`config.mk`:
```
export PLATFORM = sky130hd
export DESIGN_NAME = dma_if_2d_agen
export DESIGN_NICKNAME = d
export VERILOG_FILES = /design/src/rtl/dma_if_2d_agen.sv
export SDC_FILE = /design/constraint.sdc
export NUM_CORES = 1
export LEC_CHECK = 0
export ABC_AREA = 1
export CAP_MARGIN = 20
export CELL_PAD_IN_SITES_DETAIL_PLACEMENT = 0
export CELL_PAD_IN_SITES_GLOBAL_PLACEMENT = 2
export CORE_ASPECT_RATIO = 1.25
export CORE_MARGIN = 1
export CORE_UTILIZATION = 30
export DETAILED_ROUTE_END_ITERATION = 16
export GPL_TIMING_DRIVEN = 0
export HOLD_SLACK_MARGIN = 0.02
export PLACE_DENSITY = 0.85
export SETUP_SLACK_MARGIN = 0.02
export SLEW_MARGIN = 10
export SYNTH_ARGS = -nofsm -noshare
export SYNTH_HDL_FRONTEND = slang
export SYNTH_SLANG_ARGS = --single-unit
```
`constraint.sdc`:
```
create_clock -name clk_i -period 6.45 [get_ports clk_i]
set_clock_uncertainty 0.15 [all_clocks]
set_input_delay 0.645 -clock clk_i [delete_from_list [all_inputs] [get_ports clk_i]]
set_output_delay 0.645 -clock clk_i [all_outputs]
set_load 0.02 [all_outputs]
```
`src/rtl/dma_if_2d_agen.sv`:
```
// 2D address generator for the im2col DMA interface: takes one descriptor and walks the
// zero-padded window row-major, emitting a source-fetch or zero-fill beat per data unit.
module dma_if_2d_agen #(
  parameter int unsigned DU_BYTES = 4
) (
  input  logic        clk_i,
  input  logic        rst_ni,
  input  logic        cfg_valid_i,
  output logic        cfg_ready_o,
  input  logic [31:0] input_ptr_i,
  input  logic [31:0] output_ptr_i,
  input  logic [22:0] in_inc_d2_i,
  input  logic [7:0]  n_zeros_top_i,
  input  logic [7:0]  n_zeros_bottom_i,
  input  logic [7:0]  n_zeros_left_i,
  input  logic [7:0]  n_zeros_right_i,
  input  logic [15:0] size_du_d1_i,
  input  logic [15:0] size_du_d2_i,
  output logic        beat_valid_o,
  input  logic        beat_ready_i,
  output logic        beat_pad_o,
  output logic [31:0] beat_src_addr_o,
  output logic [31:0] beat_dst_addr_o,
  output logic        beat_last_o,
  output logic        done_o
);

  localparam logic [1:0] ST_IDLE = 2'd0;
  localparam logic [1:0] ST_RUN  = 2'd1;
  localparam logic [1:0] ST_DONE = 2'd2;
  localparam logic [31:0] DU_STEP = 32'(DU_BYTES);

  logic [1:0]  state_q;
  logic [22:0] in_inc_q;
  logic [17:0] row_lo_q, row_hi_q, col_lo_q, col_hi_q;
  logic [17:0] last_row_q, last_col_q;
  logic [17:0] r_q, c_q;
  logic [31:0] row_base_q;

  logic [17:0] h_tot, w_tot;
  logic        empty_desc, first_pad;
  logic        beat_fire, row_end, pad_nxt, last_nxt;
  logic [17:0] r_nxt, c_nxt;
  logic [31:0] row_base_nxt, src_nxt;

  assign cfg_ready_o = (state_q == ST_IDLE);
  assign done_o      = (state_q == ST_DONE);

  always_comb begin
    h_tot      = 18'(n_zeros_top_i) + 18'(size_du_d2_i) + 18'(n_zeros_bottom_i);
    w_tot      = 18'(n_zeros_left_i) + 18'(size_du_d1_i) + 18'(n_zeros_right_i);
    empty_desc = (size_du_d1_i == 16'd0) || (size_du_d2_i == 16'd0);
    first_pad  = (n_zeros_top_i != 8'd0) || (n_zeros_left_i != 8'd0);
  end

  // Next-beat position and payload; the row base only advances when leaving a source row.
  always_comb begin
    beat_fire    = (state_q == ST_RUN) && beat_valid_o && beat_ready_i;
    row_end      = (c_q == last_col_q);
    r_nxt        = row_end ? r_q + 18'd1 : r_q;
    c_nxt        = row_end ? 18'd0 : c_q + 18'd1;
    row_base_nxt = (row_end && (r_q >= row_lo_q) && (r_q < row_hi_q))
                   ? row_base_q + {9'd0, in_inc_q} : row_base_q;
    pad_nxt      = (r_nxt < row_lo_q) || (r_nxt >= row_hi_q) ||
                   (c_nxt < col_lo_q) || (c_nxt >= col_hi_q);
    src_nxt      = (c_nxt == col_lo_q) ? row_base_nxt : beat_src_addr_o + DU_STEP;
    last_nxt     = (r_nxt == last_row_q) && (c_nxt == last_col_q);
  end

  always_ff @(posedge clk_i or negedge rst_ni) begin
    if (!rst_ni) begin
      state_q         <= ST_IDLE;
      in_inc_q        <= '0;
      row_lo_q        <= '0;
      row_hi_q        <= '0;
      col_lo_q        <= '0;
      col_hi_q        <= '0;
      last_row_q      <= '0;
      last_col_q      <= '0;
      r_q             <= '0;
      c_q             <= '0;
      row_base_q      <= '0;
      beat_valid_o    <= 1'b0;
      beat_pad_o      <= 1'b0;
      beat_last_o     <= 1'b0;
      beat_src_addr_o <= '0;
      beat_dst_addr_o <= '0;
    end else begin
      case (state_q)
        ST_IDLE: begin
          if (cfg_valid_i) begin
            in_inc_q        <= in_inc_d2_i;
            row_lo_q        <= 18'(n_zeros_top_i);
            row_hi_q        <= 18'(n_zeros_top_i) + 18'(size_du_d2_i);
            col_lo_q        <= 18'(n_zeros_left_i);
            col_hi_q        <= 18'(n_zeros_left_i) + 18'(size_du_d1_i);
            last_row_q      <= h_tot - 18'd1;
            last_col_q      <= w_tot - 18'd1;
            r_q             <= '0;
            c_q             <= '0;
            row_base_q      <= input_ptr_i;
            beat_src_addr_o <= input_ptr_i;
            beat_dst_addr_o <= output_ptr_i;
            if (empty_desc) begin
              state_q <= ST_DONE;
            end else begin
              state_q      <= ST_RUN;
              beat_valid_o <= 1'b1;
              beat_pad_o   <= first_pad;
              beat_last_o  <= (h_tot == 18'd1) && (w_tot == 18'd1);
            end
          end
        end
        ST_RUN: begin
          if (beat_fire) begin
            if (beat_last_o) begin
              state_q      <= ST_DONE;
              beat_valid_o <= 1'b0;
            end else begin
              r_q             <= r_nxt;
              c_q             <= c_nxt;
              row_base_q      <= row_base_nxt;
              beat_pad_o      <= pad_nxt;
              beat_last_o     <= last_nxt;
              beat_dst_addr_o <= beat_dst_addr_o + DU_STEP;
              if (!pad_nxt) begin
                beat_src_addr_o <= src_nxt;
              end
            end
          end
        end
        ST_DONE: state_q <= ST_IDLE;
        default: state_q <= ST_IDLE;
      endcase
    end
  end

endmodule

```
-- Word-level counts from Yosys, hierarchy flattened
Cells that the tools add are included.
- register bits after elaboration: 248
- bits of input ports: 155
- output and inout port bits: 69
- logic and storage cells: 114
- $add $sub $neg: 11
- magnitude comparators: 6
- equality and inequality tests: 14
- mux-type cells: 43
- reduce and logical (&&, ||, !) cells: 24
- operator list (operator ; count):
    32-bit 2-to-1 mux ; 11
    32-bit case mux with 2 select lines ; 3
    18-bit 2-to-1 mux ; 7
    18-bit case mux with 2 select lines ; 2
    32-bit by 3-bit adder with 32-bit output, second input constant ; 2
    18-bit == test ; 3
    18-bit by 1-bit adder with 18-bit output, second input constant ; 2
    18-bit by 8-bit adder with 18-bit output ; 2
    18-bit by 1-bit == test with 1-bit output, second input constant ; 2
    18-bit greater-or-equal comparator ; 2
    18-bit by 8-bit less-than comparator with 1-bit output ; 2
    18-bit by 1-bit subtractor with 18-bit output, second input constant ; 2
    8-bit by 16-bit adder with 17-bit output ; 2
    32-bit by 23-bit adder with 32-bit output ; 1
    16-bit logical NOT ; 2
    18-bit by 8-bit == test with 1-bit output ; 1
    18-bit by 8-bit greater-or-equal comparator with 1-bit output ; 1
    18-bit less-than comparator ; 1
    8-bit nonzero test ; 2
    5-bit AND reduction ; 3
    1-bit 2-to-1 mux ; 12
    2-bit != test, second input constant ; 6
    2-bit 2-to-1 mux ; 4
    4-bit AND reduction ; 2
    10 further kinds ; 21

-- Logic depth before layout (Yosys ltp)
Gate-level depths: netlist of run 1.
- depth after elaboration: 10
- gate-level depth with buffers: 31
- depth with buffers taken out: 28

-- Worst setup path after synthesis of run 1
OpenSTA, ideal clock, no wires.
- path kind: input -> register
- start: input n_zeros_left_i[0]
- end: register last_col_q[16]
- setup time: 0.131 ns
- arrival: 3.572 ns
- required time: 6.169 ns
- path slack: 2.598 ns
- cell stages on the path: 19
- path buffers: 0
- path through: ha_1 > fa_1 > nand3_1 > nand2_1 > a31oi_1 > xnor2_1 > ha_1 > nand2_1 > nor3_1 > inv_1 > o21ai_0 > nand3_1 > xor2_1 > nand3_1 > nor2_1 > and2_1 > nand3_1 > nand3_1 > o21ai_0
- word-level cells in the longest chain between the ends: 3
- ends and longest elaborated chain (what ; RTL line ; RTL):
    start, declared ; 15 ; input logic [7:0] n_zeros_left_i,
    8-bit by 16-bit adder with 17-bit output ; 51 ; w_tot = 18'(n_zeros_left_i) + 18'(size_du_d1_i) + 18'(n_zeros_right_i);
    18-bit by 8-bit adder with 18-bit output ; 51 ;
    18-bit by 1-bit subtractor with 18-bit output ; 98 ; last_col_q <= w_tot - 18'd1;
    end signal, assigned ; 98 ;
    end, declared ; 36 ; logic [17:0] last_row_q, last_col_q;
Every way passes these cells.
A chain may end at the register's enable or synchronous reset.

-- Worst setup path after layout of run 1
- start: register c_q[11]
- end: register beat_src_addr_o[12]
- word-level cells in the longest chain between the ends: 9
- elaborated cells on any way between the ends: 22
- those cells by class: add/sub: 1; order compare: 4; eq/ne: 3; mux: 8; reduce/logical: 6
- ends and longest elaborated chain (what ; RTL line ; RTL):
    start, declared ; 37 ; logic [17:0] r_q, c_q;
    start signal, assigned ; 121 ; c_q <= c_nxt;
    branches (longest 9 deep; another with 18-bit by 1-bit adder with 18-bit output) ; -- ;
    end signal, assigned ; 102 ; beat_src_addr_o <= input_ptr_i;
    end signal, assigned ; 127 ; beat_src_addr_o <= src_nxt;
    end, declared ; 22 ; output logic [31:0] beat_src_addr_o,
Parallel ways; which one is timed is not known. The select of a mux whose other input is x is not followed.

==> metrics.txt, run 1 <==
run status completed; leading register cell type out of synthesis dfrtp_1; routed wire length 81300 um; buffers added on ports 223; cell type of the slowest stage on the worst timing path dfrtp_1; number of antenna violations at the first check in global routing 3; final weighted congestion in routability-driven placement 0.882; area growth from synthesis to layout 21.5%; share of final-layout standard cells stronger than drive strength 1 3.65%; crit share post-route 75.9%; half-perimeter wire length after detailed placement 66300 um; register bit count reported by yosys 246; static leakage power 12.3 nW; final hold violation count 0; most used cells in the layout excluding fill and tap cells nand2_1, inv_1, nor2_1; number of buffers inserted to repair setup after CTS 0; floorplan row count 106; kind of capture point of the worst setup path register; Post-Route Hold Slack 0.328 ns; clock transition at the register clock pins on the worst setup and hold paths after CTS 0.06 ns; largest stage delay on the critical path 0.49 ns; count of clock tree sinks 246; overall via count from detail_route 21.0k; Routed WL per cell 19.2 um; Arrival @ worst endpoint 5.26 ns; Setup crit start kind register; Worst Slack Setup Final 1.55 ns; Pre-antenna DRT Iters 6; maximum fanout encountered on the critical timing path 10; vias per std cell 4.96; dpl ws 0.955 ns; DRC violations left 0; clock insertion delay at the later pin of the skew report 0.58 ns; total placed cells including tap cells 4184; count of final max-slew check failures 0; final non-filler cell total 4240; Avg Synthesized Cell Area 6.60 um^2; Min-Delay Path Class reg -> reg; Routed Antenna Nets 0; number of buffers inserted during clock tree synthesis 31; buffer type at the clock tree root clkbuf_16; number of different library cells in the post-synthesis netlist 50; Most common cell on crit path nand2_1; synthesized netlist net count 3391; area enclosed by the die boundary 0.0692 mm^2; Top-Level Pins 224; cell count after synthesis 3095; highest clock rate 0.204 GHz; slew at the pin closest to its max-slew limit 1.02 ns; final number of setup-violating endpoints 0; final worst path period need 4.90 ns; Chip Height 294 um; IR Drop Worst-Case VDD 0.203 mV; data required time of the critical path 6.81 ns; maximum number of pins on one net before global-route repair 100; total global routing overflow 0; starting utilization of the core area 30.5%; Max-cap violations 0; CTS tree yes; netlist area before placement 0.0204 mm^2; global-route usage over all layers 23.2%; number of flops mapped to enable cells by yosys 0; Longest Clk Path Bufs 3; fill cell total of the finished layout 7442; most common library cell in the layout ignoring fill and taps nand2_1; number of H-tree branching levels 1; share of flip-flops with an asynchronous set or reset after synthesis 100%; Crit Path Category reg -> reg; global-route wire length before repair 124000 um; unrepaired setup endpoints after global routing false; DRC marker count from the first detailed-route iteration 1216; die width 235 um; max-slew headroom at the worst pin 31.9%; Cell Pwr Density 465 mW/mm^2; standard cell core area 0.0671 mm^2; sequential-to-total area share from yosys stat 30.1%; yosys synthesis warning count 0; # nets final 3650; vias in the first global route 21.2k
cell families (layout without fill, tap and decap cells):
kind of cell             after synthesis  after routing  share of synthesized area, %
AO/OA/AOI/OAI                        442            442                          12.3
XOR/XNOR                             128            128                          5.49
adder cells (fa/ha/maj)              141            141                          8.82
buffers and inverters                462            741                          8.95
flip-flops                           246            246                          30.1
other                                  0              2                             0
AND/OR/NAND/NOR                     1676           1676                          34.3
where the power goes:
part / internal (mW) / total [mW] / switching, mW
Clock: 1.06 / 1.79 / 0.729
Combinational: 2.34 / 6.84 / 4.49
Sequential: 2.22 / 2.91 / 0.698
Total: 5.62 / 11.5 / 5.92
repair_timing:
item	4_1_cts	5_1_grt
endpoints found under the hold margin	58	0
gates resized for setup	0	0
hold buffers	1	0
critical path: cells and delay by family, from the launching register on:
| kind | cells | cell delay [ns] |
|---|---|---|
| adders and majority gates | 1 | 0.31 |
| and+or+nand+nor | 20 | 2.35 |
| DFF | 1 | 0.49 |
| buffers and inverters | 5 | 1.03 |
| AOI/OAI and AO/OA | 3 | 0.49 |
synthesized netlist by cell type (7+ instances only):
cell type  instances  area (um^2)
ha_1             136         1700
nand2_1          994         3730
buf_2             13         65.1
o21ai_0          178          891
and3_1             8         50.1
o21ai_1           15         75.1
buf_6              7         78.8
dfrtp_1          246         6160
clkbuf_1          57          214
o22ai_1           46          288
or2_2             17          106
a31oi_1           38          238
xnor2_1           36          315
xor2_1            92          806
nor4_1            18          113
nor3_1            42          210
buf_4              7         52.6
a21oi_1           98          490
nand4_1           74          463
nand3_1          198          991
inv_1            356         1340
buf_1              7         26.3
inv_2             14         52.6
a211oi_1          13         97.6
nor2_1           299         1120
o211ai_1          12         90.1
through the flow:
stage	utilization, %	setup TNS, ns	power (mW)	instance area (um^2)
2_1_floorplan	-	0	7.13	20400
3_3_place_gp	35.4	-1787.70	9.77	23800
3_5_place_dp	35.5	0	9.78	23800
4_1_cts	37.0	0	11.6	24800
5_1_grt	37.0	0	12.5	24800
6_report	37.0	0	11.5	24800
routing by layer:
layer	wire, um	vias up	share of wire (%)	global-route usage [%]
li1	-	10600	-	-
met1	32700	9766	40	26.7
met2	42100	481	52	43.7
met3	2750	145	3.4	1.81
met4	3690	0	4.5	9.90
met5	0	-	0	0
final timing paths:
| path | startpoint | endpoint | slack, ns | cells past startpoint |
|---|---|---|---|---|
| setup / recovery | c_q[11] | beat_src_addr_o[12] | 1.55 | 29 |
| hold / removal | beat_dst_addr_o[0] | beat_dst_addr_o[0] | 0.33 | 2 |
| setup reg to reg | c_q[11] | beat_src_addr_o[12] | 1.55 | 29 |
| hold reg to reg | beat_dst_addr_o[0] | beat_dst_addr_o[0] | 0.33 | 2 |
| max in group asynchronous | rst_ni | col_lo_q[6] | 4.75 | 3 |
| min in group asynchronous | rst_ni | row_base_q[25] | 0.45 | 2 |
flip-flops by register name (all words and copies together), names as in the netlist:
name / flops
beat_dst_addr_o: 32
beat_pad_o: 1
beat_src_addr_o: 32
last_col_q: 18
row_hi_q: 17
col_lo_q: 8
last_row_q: 18
in_inc_q: 23
beat_last_o: 1
r_q: 18
row_base_q: 32
row_lo_q: 8
c_q: 18
beat_valid_o: 1
state_q: 2
col_hi_q: 17
cell type report:
class / instances / area [um^2] / share of cell area, %
Clock buffer: 46 / 892 / 3.59
Tap cell: 864 / 1080 / 4.35
Timing Repair Buffer: 226 / 2300 / 9.27
Sequential cell: 246 / 6160 / 24.8
Clock inverter: 7 / 114 / 0.459
Antenna cell: 2 / 5.00 / 0.0202
Multi-Input combinational cell: 2387 / 12500 / 50.1
Buffer: 91 / 437 / 1.76
Inverter: 371 / 1390 / 5.61
Power figures use the tool's default switching activity.
==> inputs of run 2 (changes only) <==
==> constraint.sdc (replaced) <==
create_clock -name clk_i -period 4.6 [get_ports clk_i]
set_clock_uncertainty 0.15 [all_clocks]
set_input_delay 0.46 -clock clk_i [delete_from_list [all_inputs] [get_ports clk_i]]
set_output_delay 0.46 -clock clk_i [all_outputs]
set_load 0.02 [all_outputs]
==> run 2 against run 1 <==
Sequential cell count did not move. Sequential share of layout area fell by 0.14 points. Clock-buffer cell count did not move. Die area did not move. Hold slack got worse by 0.071 ns. Setup slack got worse by 1.3 ns. Routed wire length rose by 0.11%. Cell area rose by 0.65%. Via count rose by 0.24%.
==> metrics.txt, run 2 (synthesis results as in run 1) <==
run status completed; overall via count from detail_route 21.1k; floorplan row count 106; standard cell core area 0.0671 mm^2; final worst path period need 4.34 ns; Setup crit start kind register; crit share post-route 94.3%; CTS tree yes; fill cell total of the finished layout 7427; area enclosed by the die boundary 0.0692 mm^2; DRC violations left 0; sequential cell area 0.00616 mm^2; clock network fraction of total power 15.4%; Cell Pwr Density 651 mW/mm^2; registers with the most flip-flops beat_dst_addr_o (32), beat_src_addr_o (32), row_base_q (32); starting utilization of the core area 30.5%; vias per std cell 4.96; number of antenna violations at the first check in global routing 3; die width 235 um; setup total negative slack 0 ns; highest clock rate 0.231 GHz; clock insertion delay at the later pin of the skew report 0.58 ns; Pre-antenna DRT Iters 5; DRC marker count from the first detailed-route iteration 1132; number of buffers inserted during clock tree synthesis 31; Switching Share 51.2%; slew at the pin closest to its max-slew limit 1.01 ns; Max-cap violations 0; total global routing overflow 0; final number of setup-violating endpoints 0; # nets final 3661; global-route wire length before repair 124000 um; overall power after layout 16.3 mW; share of final-layout standard cells stronger than drive strength 1 4.49%; relative contribution of sequential cells to total power 25.2%; unrepaired setup endpoints after global routing false; buffers added on ports 223; Crit Path Category reg -> reg; static leakage power 12.4 nW; internal reg-to-reg setup slack 0.26 ns; final weighted congestion in routability-driven placement 0.882; most used cells in the layout excluding fill and tap cells nand2_1, inv_1, nor2_1; number of H-tree branching levels 1; max-slew headroom at the worst pin 32.9%; maximum number of pins on one net before global-route repair 100; vias in the first global route 21.2k; IR Drop Worst-Case VDD 0.285 mV; sw power 8.33 mW; Top-Level Pins 224; Arrival @ worst endpoint 4.70 ns; multi-input combinational cell area 0.0125 mm^2; data required time of the critical path 4.97 ns; most common library cell in the layout ignoring fill and taps nand2_1; area growth from synthesis to layout 22.3%; half-perimeter wire length after detailed placement 66300 um; Gate power share 59.4%; internal power summed over all cells 7.93 mW; routed wire length 81400 um; count of final max-slew check failures 0; Routed WL per cell 19.1 um; Reg2Reg Depth 27; clock transition at the register clock pins on the worst setup and hold paths after CTS 0.06 ns; startpoint of the lowest-slack register-to-register path c_q[12]; kind of capture point of the worst setup path register; buffer type at the clock tree root clkbuf_16; Routed Antenna Nets 0; Longest Clk Path Bufs 3; count of clock tree sinks 246; maximum fanout encountered on the critical timing path 10; worst flop-to-flop path endpoint beat_src_addr_o[12]; global-route usage over all layers 23.2%; Chip Height 294 um; Min-Delay Path Class in -> async; final hold violation count 0
run 2: through the flow:
step / cells / utilization, % / setup WS [ns] / hold slack [ns] / area, um^2
after floorplan: 3095 / - / 0.933 / 0.0144 / 20400
after global placement: 4182 / 35.4 / -8.97 / 0.312 / 23800
after detailed placement: 4184 / 35.5 / -0.710 / 0.302 / 23800
after CTS: 4239 / 37.1 / 0.0289 / 0.240 / 24900
after global routing: 4251 / 37.2 / 0.0265 / 0.258 / 25000
final: 4251 / 37.2 / 0.263 / 0.257 / 25000
run 2: how the worst max path moves through the flow:
stage,start,slack [ns],endpoint
after floorplan,n_zeros_left_i[0],0.93,last_col_q[16]
after global placement,rst_ni,-8.97,beat_dst_addr_o[25]
after detailed placement,n_zeros_left_i[0],-0.71,beat_last_o
after CTS,c_q[10],0.03,beat_src_addr_o[12]
after global routing,last_col_q[4],0.03,beat_src_addr_o[28]
final,c_q[12],0.26,beat_src_addr_o[12]
run 2: power by group through the flow:
| stage | Clock (mW) | Combinational (mW) | Sequential, mW |
|---|---|---|---|
| after global routing | 2.65 | 10.8 | 4.19 |
| after detailed placement | 0 | 9.60 | 4.11 |
| after floorplan | 0 | 5.95 | 4.05 |
| after global placement | 0 | 9.59 | 4.11 |
| final | 2.51 | 9.66 | 4.09 |
| after CTS | 2.57 | 9.69 | 4.08 |
run 2: critical path: stages (launching register included):
cell and delay, ns:
dfrtp_1 0.49, inv_2 0.08, nand2_1 0.07, nand4_1 0.15
nor2_4 0.29, nand3_4 0.14, buf_6 0.18, buf_4 0.21
nand2_2 0.10, inv_1 0.10, ha_1 0.31, a21oi_1 0.16
o21a_1 0.15, nand2_1 0.08, nand2_1 0.07, nand2_1 0.09
nand2_1 0.09, nand2_1 0.05, nand2_1 0.06, nand2_1 0.14
a21oi_2 0.16, nand4_1 0.10, nor2_2 0.17, nand2_2 0.11
nand2_4 0.12, buf_6 0.18, nand3_1 0.16, nand2_1 0.10
run 2: layer usage:
layer / track usage [%] / wire length, um
met4: 9.96 / 3710
met2: 43.7 / 42200
met5: 0 / 0
met3: 1.82 / 2640
met1: 26.7 / 32800
run 2: timing repair:
action / in CTS / in global routing
pin swaps: 1 / 7
hold buffers: 1 / 0
resized for setup: 11 / 18
hold endpoints to repair: 58 / 0
endpoints found under the setup margin: 34 / 36
buffers inserted: 1 / 10
run 2: final cells by class:
cell class | count | area share [%]
Buffer | 91 | 1.83
Timing Repair Buffer | 237 | 9.54
Sequential cell | 246 | 24.7
Clock buffer | 46 | 3.57
Tap cell | 864 | 4.32
Multi-Input combinational cell | 2387 | 50.0
Clock inverter | 7 | 0.456
Inverter | 371 | 5.57
Antenna cell | 2 | 0.0200
